`config.mk`:
```
export PLATFORM = sky130hd
export DESIGN_NAME = uart_cmd_slave
export DESIGN_NICKNAME = d
export VERILOG_FILES = /design/src/rtl/dig_core_pkg.sv /design/src/rtl/uart_frame_timer.sv /design/src/rtl/uart_cmd_slave.sv
export SDC_FILE = /design/constraint.sdc
export NUM_CORES = 1
export LEC_CHECK = 0
export ABC_CLOCK_PERIOD_IN_PS = 4800
export CORE_MARGIN = 2
export CORE_UTILIZATION = 55
export DETAILED_ROUTE_END_ITERATION = 10
export DONT_BUFFER_PORTS = 1
export PLACE_DENSITY = 0.7
export SYNTH_ARGS = -nofsm -noshare
export SYNTH_HDL_FRONTEND = slang
export SYNTH_SLANG_ARGS = --single-unit
```
`constraint.sdc`:
```
create_clock -name sys_clk -period 4.8 [get_ports sys_clk]
set_input_delay 0.72 -clock sys_clk [delete_from_list [all_inputs] [get_ports sys_clk]]
set_output_delay 0.72 -clock sys_clk [all_outputs]
set_load 0.02 [all_outputs]
```
`src/rtl/dig_core_pkg.sv`:
```
// Shared definitions for the dig_core host-link command path.
//   CMD_WRITE / CMD_READ : command byte encodings of a host frame
//   FRAME_LEN            : bytes per host frame (command, address, data)
//   uart_cmd_state_t     : state encoding of uart_cmd_slave
//   cmd_is_valid()       : true for command bytes the slave executes
package dig_core_pkg;

    localparam logic [7:0]  CMD_WRITE = 8'h01;
    localparam logic [7:0]  CMD_READ  = 8'h02;
    localparam int unsigned FRAME_LEN = 3;

    typedef enum logic [2:0] {
        S_CMD,
        S_ADDR,
        S_DATA,
        S_EXEC,
        S_RDWAIT,
        S_TX,
        S_TXWAIT
    } uart_cmd_state_t;

    function automatic logic cmd_is_valid(input logic [7:0] cmd);
        return (cmd == CMD_WRITE) || (cmd == CMD_READ);
    endfunction

endpackage

```
`src/rtl/uart_frame_timer.sv`:
```
// Inter-byte timeout for host frames: a loadable down-counter.
//   sys_clk, sys_rst : clock, synchronous active-high reset
//   clear            : reload to TIMEOUT_CYCLES-1 (a byte arrived)
//   enable           : count down while a frame is partially received
//   expired          : one-cycle pulse when an enabled count reaches zero
// The count starts at TIMEOUT_CYCLES-1 on clear, so expiry falls on the
// TIMEOUT_CYCLES-th cycle after the clearing byte. clear has priority, so a
// byte arriving on the expiry cycle suppresses the pulse.
module uart_frame_timer #(
    parameter int unsigned TIMEOUT_CYCLES = 200000
) (
    input  logic sys_clk,
    input  logic sys_rst,
    input  logic clear,
    input  logic enable,
    output logic expired
);

    localparam int unsigned CntW    = (TIMEOUT_CYCLES > 2) ? $clog2(TIMEOUT_CYCLES) : 1;
    localparam logic [CntW-1:0] LoadVal = CntW'(TIMEOUT_CYCLES - 1);

    logic [CntW-1:0] cnt_q, cnt_d;

    always_comb begin
        cnt_d   = cnt_q;
        expired = 1'b0;
        if (clear) begin
            cnt_d = LoadVal;
        end else if (enable) begin
            if (cnt_q == '0) begin
                expired = 1'b1;
            end else begin
                cnt_d = cnt_q - CntW'(1);
            end
        end
    end

    always_ff @(posedge sys_clk) begin
        if (sys_rst) begin
            cnt_q <= '0;
        end else begin
            cnt_q <= cnt_d;
        end
    end

endmodule

```
`src/rtl/uart_cmd_slave.sv`:
```
// Host command responder: parses 3-byte frames (command, address, data) from
// the UART receiver and turns them into register writes or register reads
// whose result is returned as one byte on the UART transmitter.
//   sys_clk, sys_rst     : clock, synchronous active-high reset
//   rx_data, rx_done     : received byte and its one-cycle strobe
//   tx_data, tx_wr       : reply byte and one-cycle transmit request
//   tx_done              : transmitter finished the reply byte
//   reg_addr, reg_wdata  : register address and write data
//   reg_wr, reg_rd       : one-cycle register write / read strobes
//   reg_rdata            : read data, valid the cycle after reg_rd
//   err_o                : one-cycle pulse on any protocol error
//   last_cmd_o           : last executed valid command byte
module uart_cmd_slave
    import dig_core_pkg::*;
#(
    parameter int unsigned TIMEOUT_CYCLES = 200000,
    parameter int unsigned ADDR_W         = 8
) (
    input  logic              sys_clk,
    input  logic              sys_rst,
    input  logic [7:0]        rx_data,
    input  logic              rx_done,
    output logic [7:0]        tx_data,
    output logic              tx_wr,
    input  logic              tx_done,
    output logic [ADDR_W-1:0] reg_addr,
    output logic [7:0]        reg_wdata,
    output logic              reg_wr,
    output logic              reg_rd,
    input  logic [7:0]        reg_rdata,
    output logic              err_o,
    output logic [7:0]        last_cmd_o
);

    uart_cmd_state_t   state_q, state_d;
    logic [7:0]        cmd_q, cmd_d;
    logic              cmd_bad_q, cmd_bad_d;
    logic [ADDR_W-1:0] addr_q, addr_d;
    logic [7:0]        data_q, data_d;
    logic [7:0]        tx_data_q, tx_data_d;
    logic [7:0]        last_cmd_q, last_cmd_d;

    logic timer_en;
    logic timeout;
    logic busy;

    // Only a partially received frame is subject to the inter-byte timeout.
    assign timer_en = (state_q == S_ADDR) || (state_q == S_DATA);

    // States in which an incoming byte cannot be accepted.
    assign busy = (state_q == S_EXEC) || (state_q == S_RDWAIT) ||
                  (state_q == S_TX)   || (state_q == S_TXWAIT);

    uart_frame_timer #(
        .TIMEOUT_CYCLES(TIMEOUT_CYCLES)
    ) u_frame_timer (
        .sys_clk (sys_clk),
        .sys_rst (sys_rst),
        .clear   (rx_done),
        .enable  (timer_en),
        .expired (timeout)
    );

    always_comb begin
        state_d    = state_q;
        cmd_d      = cmd_q;
        cmd_bad_d  = cmd_bad_q;
        addr_d     = addr_q;
        data_d     = data_q;
        tx_data_d  = tx_data_q;
        last_cmd_d = last_cmd_q;
        reg_wr     = 1'b0;
        reg_rd     = 1'b0;
        tx_wr      = 1'b0;
        err_o      = 1'b0;

        unique case (state_q)
            S_CMD: begin
                // Unknown commands still consume a whole frame; the error is
                // reported once the frame is complete.
                if (rx_done) begin
                    cmd_d     = rx_data;
                    cmd_bad_d = !cmd_is_valid(rx_data);
                    state_d   = S_ADDR;
                end
            end
            S_ADDR: begin
                if (rx_done) begin
                    addr_d  = ADDR_W'(rx_data);
                    state_d = S_DATA;
                end else if (timeout) begin
                    err_o   = 1'b1;
                    state_d = S_CMD;
                end
            end
            S_DATA: begin
                if (rx_done) begin
                    data_d  = rx_data;
                    state_d = S_EXEC;
                end else if (timeout) begin
                    err_o   = 1'b1;
                    state_d = S_CMD;
                end
            end
            S_EXEC: begin
                state_d = S_CMD;
                if (cmd_bad_q) begin
                    err_o = 1'b1;
                end else begin
                    last_cmd_d = cmd_q;
                    if (cmd_q == CMD_READ) begin
                        reg_rd  = 1'b1;
                        state_d = S_RDWAIT;
                    end else begin
                        reg_wr = 1'b1;
                    end
                end
            end
            S_RDWAIT: begin
                tx_data_d = reg_rdata;
                state_d   = S_TX;
            end
            S_TX: begin
                tx_wr   = 1'b1;
                state_d = S_TXWAIT;
            end
            S_TXWAIT: begin
                if (tx_done) begin
                    state_d = S_CMD;
                end
            end
            default: begin
                state_d = S_CMD;
            end
        endcase

        // A byte arriving while a frame is being executed or answered is lost.
        if (rx_done && busy) begin
            err_o = 1'b1;
        end
    end

    always_ff @(posedge sys_clk) begin
        if (sys_rst) begin
            state_q    <= S_CMD;
            cmd_q      <= '0;
            cmd_bad_q  <= 1'b0;
            addr_q     <= '0;
            data_q     <= '0;
            tx_data_q  <= '0;
            last_cmd_q <= '0;
        end else begin
            state_q    <= state_d;
            cmd_q      <= cmd_d;
            cmd_bad_q  <= cmd_bad_d;
            addr_q     <= addr_d;
            data_q     <= data_d;
            tx_data_q  <= tx_data_d;
            last_cmd_q <= last_cmd_d;
        end
    end

    assign reg_addr   = addr_q;
    assign reg_wdata  = data_q;
    assign tx_data    = tx_data_q;
    assign last_cmd_o = last_cmd_q;

endmodule
```
Yosys cells after proc, flatten, opt, wreduce, memory -nomap -nowiden
Index checks and enable logic that the tools add are counted.
{"block": "totals", "ff_bits": 62, "ramBits": 0, "n_memories": 0, "out_inout_bits": 36, "elab_cells": 69, "latch_bits": 0, "input_bits": 20, "rom_bits": 0}
{"block": "classes", "n_mul": 0, "bitwise_logic": 2, "n_eq_ne": 12, "magnitude_cmp": 0, "n_shift": 0, "add_sub_neg": 1, "div_mod_pow": 0, "reduce_logical": 19, "n_mux": 26}
{"cell": "$mux 18", "count": 3}
{"cell": "$mux 3", "count": 7}
{"cell": "$pmux 3 s7", "count": 1}
{"cell": "$logic_not 18->1", "count": 1}
{"cell": "$sub 18x1->18 const B", "count": 1}
{"cell": "$eq 8x2->1 const B", "count": 2}
{"cell": "$mux 1", "count": 14}
{"cell": "$reduce_and 2->1", "count": 7}
{"cell": "$eq 3x3->1 const B", "count": 3}
{"cell": "$eq 8x1->1 const B", "count": 1}
{"cell": "$eq 3x2->1 const B", "count": 2}
{"cell": "$ne 2x2->1 const B", "count": 3}
{"cell": "$logic_or 1x1->1", "count": 5}
{"cell": "$reduce_or 2->1", "count": 2}
{"cell": "$eq 3x1->1 const B", "count": 1}
{"cell": "$logic_not 3->1", "count": 1}
{"cell": "$not 1->1", "count": 2}
{"cell": "$pmux 1 s2", "count": 1}
{"cell": "$reduce_bool 2->1", "count": 1}
{"cell": "$logic_and 1x1->1", "count": 1}
{"cell": "$logic_not 1->1", "count": 1}

Logic depth before layout (Yosys ltp)
Gate-level depths: netlist of run 1.
{"block": "logic_depth", "ltp_word": 8, "ltp_mapped": 7, "mapped_depth_nobuf": 7}

Cells and area by module
A second synthesis of run 1 with hierarchy kept.
{"block": "unflattened", "cells_unflattened": 322, "hier_area_um2": 2875.3}
{"mod": "uart_cmd_slave", "area_per_inst_um2": 1824.2, "seq_area_each_um2": 880.8, "n_inst": 1, "cells_per_inst": 198}
{"mod": "uart_frame_timer", "area_per_inst_um2": 1051.0, "seq_area_each_um2": 360.3, "n_inst": 1, "cells_per_inst": 124}

Least setup slack after synthesis of run 1
No wires, ideal clock.
{"block": "synth_path", "path_type": "register to output", "from": "register u_frame_timer.cnt_q[0]", "to": "output port err_o", "n_path_buf": 0, "stages_incl_launch_ff": 7, "t_required_ps": 4080, "slack_ps": 2166, "arrival_time_ps": 1914, "cell_sequence": "dfxtp_1 -> inv_1 -> ha_1 -> or4b_4 -> nor4b_4 -> nor3b_2 -> a311o_1"}
{"block": "synth_via", "elab_chain_len": 8}
{"item": "start, declared", "line_no": "uart_frame_timer.sv:22", "source": "logic [CntW-1:0] cnt_q, cnt_d;"}
{"item": "start signal, assigned", "line_no": "uart_frame_timer.sv:42", "source": "cnt_q <= cnt_d;"}
{"item": "$logic_not 18->1", "line_no": "uart_frame_timer.sv:30", "source": "if (cnt_q == '0) begin"}
{"item": "$mux 1", "line_no": "uart_frame_timer.sv:30"}
{"item": "$mux 1", "line_no": "uart_frame_timer.sv:29", "source": "end else if (enable) begin"}
{"item": "$mux 1", "line_no": "uart_frame_timer.sv:27", "source": "if (clear) begin"}
{"item": "$mux 1", "line_no": "uart_cmd_slave.sv:91, uart_cmd_slave.sv:100"}
{"item": "$mux 1", "line_no": "uart_cmd_slave.sv:88", "source": "if (rx_done) begin"}
{"item": "$pmux 1 s2", "line_no": "uart_cmd_slave.sv:77", "source": "unique case (state_q)"}
{"item": "$mux 1", "line_no": "uart_cmd_slave.sv:138", "source": "if (rx_done && busy) begin"}
{"item": "end, declared", "line_no": "uart_cmd_slave.sv:31", "source": "output logic err_o,"}
No other way between the ends.

Final worst setup path of run 1
Ends and elaborated chain as after synthesis.

==> flow_summary.toml, run 1 <==
[clock_tree]
clkTransAtPathRegs_ns = 0.07
tritoncts = "built"
post_cts_buffers = 0
cts_hold_buf = 0
root_buffer = "clkbuf_8"
cts_buffer_depth = 2
cts_resized = 0
clock_sinks = 62
cts_made_buffers = 9
clk_latency_ns = 0.33
htreeDepth = 3

[finish]
final_core_util = 0.629
nNetsFinal = 316
final_area_mm2 = 0.00297
area_growth_pct = 10.1
diodes = 0
fin_cells = 367
drive_gt1_frac = 0.107
fill_cells = 416

[routing]
wirelength_um = 5460
first_pass_iters = 5
vias = 2064
drtIter0Drc = 153
wl_per_cell_um = 14.9
ant_nets = 0
vias_per_cell = 5.62
drcViolationCount = 0

[sta]
finalHoldViolCount = 0
setup_slack_ns = 1.58
period_needed_ns = 3.22
rsz0062_at_grt = "false"
max_slew_margin = 0.632
setup-violations-final = 0
drv_slew = 0
min_period_over_period = 0.670
clock.fmax_mhz = 311
timing.setup.tns_ns = 0
final.setup_skew_ns = 0.00671
worst_pin_slew_ns = 0.551

[floorplanning]
fp.dieH_um = 74.0
core_mm2 = 0.00472
die-area_mm2 = 0.00548
placementRows = 25
io_pins = 56
die_w_um = 74.0
start_util = 0.571

[global_route]
grt_max_degree = 57
grt_usage = 0.214
antenna_found_initial = 0
grt_first_pass_wirelength_um = 8910
grt_overflow = 0
grt_pass1_vias = 1974

[critical_path]
crit_type = "flop to primary output"
worst_ep_required_time_ns = 4.08
worstSetupStartpointType = "flop"
path_cells = "inv_1 -> ha_1 -> or4b_4 -> nor4b_4 -> nor3b_2 -> a311o_1"
r2r_start = "u_frame_timer.cnt_q[0]$_SDFFE_PP0P_"
critPathMaxFanout = 7
rrSetupSlack_ns = 2.65
r2r_cells = 7
critPathSlowestCell = "or4b_4"
critPathMaxStageDelay_ns = 0.51
crit_path_end_kind = "primary output"
rr_endpoint = "state_q[0]$_SDFFE_PP0P_"
crit_arrival_ns = 2.50

[synthesis]
syn_area_mm2 = 0.00270
synthesis.nets = 320
ys_top_cells_by_area = "dfxtp_1 (46%), mux2i_1 (9.3%), nor2_1 (5.7%)"
yosys_register_bits = 62
synth_top_area_cell = "dfxtp_1"
yosys_warnings = 0
netlist.area_leader.share = 0.460
syn_area_per_cell_um2 = 9.02
syn_inst = 299
yosysUniqueCellTypes = 51
synth_seq_area_share = 0.460

[place]
placed_area_mm2 = 0.00270
dpl.hpwl_um = 3710
post-place-ws_ns = 1.97
io_buffers = 0
place_inst = 351
gp_congestion = 0.893

[min_path]
min-delay-start = "sys_rst"
whs_path_depth = 1
whs_endpoint = "last_cmd_o[3]$_SDFFE_PP0P_"
hp-class = "input pin to flop"

[pwr]
p_per_area_mw_per_mm2 = 430
ir_drop_mv = 0.344
power_leakage_nw = 1.03

[outcome]
outcome = "completed"

[flow_run]
maxCapViolations = 0
-- through the flow --
stage | total power, mW | hold WS [ns]
floorplan | 0.668 | 0.438
global placement | 0.676 | 0.454
detailed placement | 0.678 | 0.459
CTS | 1.29 | 0.428
global route | 1.32 | 0.429
finish | 1.28 | 0.448
-- synthesized netlist by cell type (all sizes together) --
library cell and n:
a211oi 1, a21oi 29, a311o 1, a311oi 2
a31oi 3, a41o 1, and2 1, and3 1
and3b 1, and4b 1, buf 4, clkbuf 13
dfxtp 62, dlygate4sd1 1, ha 1, inv 4
mux2i 25, nand2 38, nand2b 2, nand3 4
nand4 3, nor2 42, nor3 11, nor3b 4
nor4 3, nor4b 2, o2111ai 2, o211ai 3
o21a 1, o21ai 6, o31ai 1, o41ai 1
or2 1, or3 9, or4 2, or4b 1
xnor2 3, xor2 9
-- logic make-up after synthesis --
kind of cell | synth area share
adders and majority gates | 0.00464
AOI/OAI and AO/OA | 0.115
and+or+nand+nor | 0.242
xor gates and xnor gates | 0.0418
muxes | 0.0928
buffers and inverters | 0.0436
DFF | 0.460
-- flip-flops by register name, indices dropped and copies added, names as in the netlist --
register,flops
u_frame_timer.cnt_q,18
cmd_q,8
last_cmd_o,8
reg_addr,8
reg_wdata,8
tx_data,8
state_q,3
cmd_bad_q,1
-- report_power, final --
group,total [mW],internal [mW],switching [mW]
Combinational,0.100,0.0442,0.0562
Clock,0.611,0.400,0.211
Sequential,0.566,0.536,0.0304
Total,1.28,0.980,0.298
-- final cells by class --
| type | instances | area [um^2] | share of cell area |
|---|---|---|---|
| inverters | 4 | 15.0 | 0.00506 |
| clock buffers | 9 | 124 | 0.0417 |
| clock inverters | 7 | 145 | 0.0489 |
| well taps | 67 | 83.8 | 0.0282 |
| multi-input cells | 215 | 1340 | 0.450 |
| flip-flops and latches | 62 | 1240 | 0.418 |
| repair buffers | 3 | 22.5 | 0.00759 |
-- critical path: cells and delay by family, from the launching register on --
| family | cells | cell delay (ns) |
|---|---|---|
| AND/OR/NAND/NOR | 3 | 1.17 |
| adder cells (fa/ha/maj) | 1 | 0.23 |
| flip-flops | 1 | 0.36 |
| buffers and inverters | 1 | 0.08 |
| AO/OA/AOI/OAI | 1 | 0.31 |
-- worst max-delay path by stage --
stage	start	to	slack (ns)	depth (start not counted)
6_report	u_frame_timer.cnt_q[0]$_SDFFE_PP0P_	err_o	1.58	6
5_1_grt	u_frame_timer.cnt_q[0]$_SDFFE_PP0P_	err_o	1.37	6
4_1_cts	u_frame_timer.cnt_q[0]$_SDFFE_PP0P_	err_o	1.57	6
3_5_place_dp	u_frame_timer.cnt_q[0]$_SDFFE_PP0P_	err_o	1.97	6
3_3_place_gp	u_frame_timer.cnt_q[0]$_SDFFE_PP0P_	err_o	2.05	6
2_1_floorplan	u_frame_timer.cnt_q[0]$_SDFFE_PP0P_	err_o	2.17	6
-- routing by layer --
metal,global-route usage,vias up,wire length [um]
met5,0,-,0
met4,0.0909,0,74
met3,0.0881,10,347
met2,0.343,50,2630
met1,0.253,961,2410
li1,-,1043,-
-- cells in the final DEF (no fill, tap or decap), drive strengths merged, types with 5 or more instances in the layout --
cell	Yosys	layout
a21oi	29	29
clkbuf	13	9
dfxtp	62	62
inv	4	5
mux2i	25	25
nand2	38	38
nor2	42	42
nor3	11	11
o21ai	6	6
or3	9	9
xor2	9	9
(Power assumes the default switching activity.)
==> run 2, diff against run 1 <==
--- a/config.mk
+++ b/config.mk
@@ -5,12 +5,13 @@
 export SDC_FILE = /design/constraint.sdc
 export NUM_CORES = 1
 export LEC_CHECK = 0
-export ABC_CLOCK_PERIOD_IN_PS = 4800
+export ABC_AREA = 1
+export ABC_CLOCK_PERIOD_IN_PS = 2600
 export CORE_MARGIN = 2
 export CORE_UTILIZATION = 55
 export DETAILED_ROUTE_END_ITERATION = 10
 export DONT_BUFFER_PORTS = 1
-export PLACE_DENSITY = 0.7
+export PLACE_DENSITY = 0.73
 export SYNTH_ARGS = -nofsm -noshare
 export SYNTH_HDL_FRONTEND = slang
 export SYNTH_SLANG_ARGS = --single-unit
==> constraint.sdc (replaced) <==
create_clock -name sys_clk -period 2.6 [get_ports sys_clk]
set_input_delay 0.39 -clock sys_clk [delete_from_list [all_inputs] [get_ports sys_clk]]
set_output_delay 0.39 -clock sys_clk [all_outputs]
set_load 0.02 [all_outputs]
==> flow_summary.toml, run 2 <==
[synthesis]
syn_inst = 408
async_flop_share = 0
ys_top_cells_by_area = "dfxtp_1 (44%), nor2_1 (15%), nand2_1 (8.3%)"
syn_area_mm2 = 0.00282
yosysUniqueCellTypes = 27
synthesis.nets = 429
yosys_register_bits = 62
synth_seq_area_share = 0.440
synth_commonest_cells = "nor2_1 (109), dfxtp_1 (62), nand2_1 (62)"
yosys_warnings = 0
synth_edf_count = 0
yosysMostFrequentCell = "nor2_1"
ys.flop_type = "dfxtp_1"
netlist.area_leader.share = 0.440
syn_area_per_cell_um2 = 6.91
synth_top_area_cell = "dfxtp_1"

[global_route]
grt_max_degree = 37
grt_pass1_vias = 2399
grt_first_pass_wirelength_um = 10400
grt_usage = 0.241
grt_overflow = 0
antenna_found_initial = 0

[sta]
max_slew_margin = 0.447
fin_hold_ws_ns = 0.114
final.setup_skew_ns = 0.00511
period_needed_ns = 2.27
drv_slew = 0
timing.setup.tns_ns = 0
worst_pin_slew_ns = 0.829
rsz0062_at_grt = "false"
setup-violations-final = 0
finalHoldViolCount = 0
clock.fmax_mhz = 441
min_period_over_period = 0.872

[clock_tree]
clock_sinks = 62
cts_hold_buf = 0
tritoncts = "built"
post_cts_buffers = 0
cts_buffer_depth = 2
htreeDepth = 3
clkTransAtPathRegs_ns = 0.07
cts_resized = 0
clk_latency_ns = 0.34
cts_made_buffers = 9
root_buffer = "clkbuf_8"

[finish]
mostFrequentLayoutCells = "nor2_1 (109), nand2_1 (62), dfxtp_1 (62), o21ai_0 (46), inv_1 (36)"
area_growth_pct = 8.79
layout_commonest_cell = "nor2_1"
drive_gt1_frac = 0.0749
top_register = "u_frame_timer.cnt_q"
largest_reg_flops = 18
fill_cells = 499
diodes = 0
nNetsFinal = 431

[critical_path]
cp.buffers_inverters = 2
crit_type = "flop to primary output"
crit_path_end_kind = "primary output"
critPathMaxStageDelay_ns = 0.31
critPathMostFrequentCell = "inv_1"
critPathSlowestCell = "dfxtp_1"
crit_family = "simple AND/OR/NAND/NOR gates"
path_cells = "inv_1 -> ha_1 -> nand2_2 -> nor2_4 -> nand3_4 -> inv_1 -> nand2_1 -> nand3_1"
crit_arrival_ns = 1.88
worst_ep_required_time_ns = 2.21
worstSetupStartpointType = "flop"
rrSetupSlack_ns = 0.64
critPathMaxFanout = 7

[floorplanning]
core_mm2 = 0.00501
fp.dieH_um = 75.6
die_w_um = 75.6
placementRows = 26
io_pins = 56
die-area_mm2 = 0.00571
start_util = 0.562

[place]
gp_congestion = 0.889
dpl.hpwl_um = 4510
io_buffers = 0

[min_path]
hp-class = "input pin to flop"

[pwr]
p_per_area_mw_per_mm2 = 704
total_power_mw = 2.16
ir_drop_mv = 0.360
power_leakage_nw = 1.39

[outcome]
outcome = "completed"

[routing]
drtIter0Drc = 185
met2_wirelength_um = 3100
met3_length_um = 388
wl_per_cell_um = 13.3
drcViolationCount = 0
vias = 2524
first_pass_iters = 4
wirelength_um = 6430
dr.max_layer_used = "met4"
drt-met1-wl_um = 2800
vias_per_cell = 5.21
ant_nets = 0

[flow_run]
maxCapViolations = 0
-- run 2: cell count changes in the layout (fill, tap and decap cells not counted), moves of 8 or more --
cell	change
o21ai_0	+41
nand2_1	+24
or3_1	-8
mux2i_1	-25
nand3_1	+12
inv_1	+32
nor2_1	+68
-- run 2: per-stage QoR --
| stage | std cells | worst slack, ns | utilization | area (um^2) |
|---|---|---|---|---|
| 2_1_floorplan | 408 | 0.854 | - | 2820 |
| 5_1_grt | 484 | 0.177 | 0.612 | 3070 |
| 6_report | 484 | 0.333 | 0.612 | 3070 |
| 3_5_place_dp | 469 | 0.659 | 0.572 | 2870 |
| 3_3_place_gp | 469 | 0.742 | 0.572 | 2870 |
| 4_1_cts | 484 | 0.325 | 0.612 | 3070 |
-- run 2: final timing paths --
kind | to | startpoint | cells after the start
hold / removal | u_frame_timer.cnt_q[5]$_SDFFE_PP0P_ | sys_rst | 1
hold reg to reg | u_frame_timer.cnt_q[13]$_SDFFE_PP0P_ | u_frame_timer.cnt_q[13]$_SDFFE_PP0P_ | 2
setup / recovery | err_o | u_frame_timer.cnt_q[0]$_SDFFE_PP0P_ | 8
setup reg to reg | u_frame_timer.cnt_q[9]$_SDFFE_PP0P_ | u_frame_timer.cnt_q[0]$_SDFFE_PP0P_ | 10
-- run 2: cell type report --
cell class,count,area (um^2),share of cell area
clock buffers,12,155,0.0506
clock inverters,3,43.8,0.0143
multi-input cells,296,1370,0.448
repair buffers,3,22.5,0.00735
flip-flops and latches,62,1240,0.405
inverters,38,143,0.0465
well taps,70,87.6,0.0286
-- run 2: report_power, final --
part	total, mW	internal, mW	switching, mW
clock	0.860	0.490	0.370
sequential	1.05	0.996	0.0573
combinational	0.245	0.0796	0.165
-- run 2: kinds of logic (layout without fill, tap and decap cells) --
kind of cell	after synthesis	in the layout	synth area share
compound gates	76	76	0.137
xor+xnor	8	8	0.0249
fa+ha+maj	1	1	0.00444
buf+inv	50	56	0.0724
flops	62	62	0.440
simple gates	211	211	0.321
-- run 2: per-layer routing --
metal	track usage	up-vias
met2	0.394	60
li1	-	1307
met5	0	-
met3	0.0767	13
met4	0.129	0
met1	0.282	1144
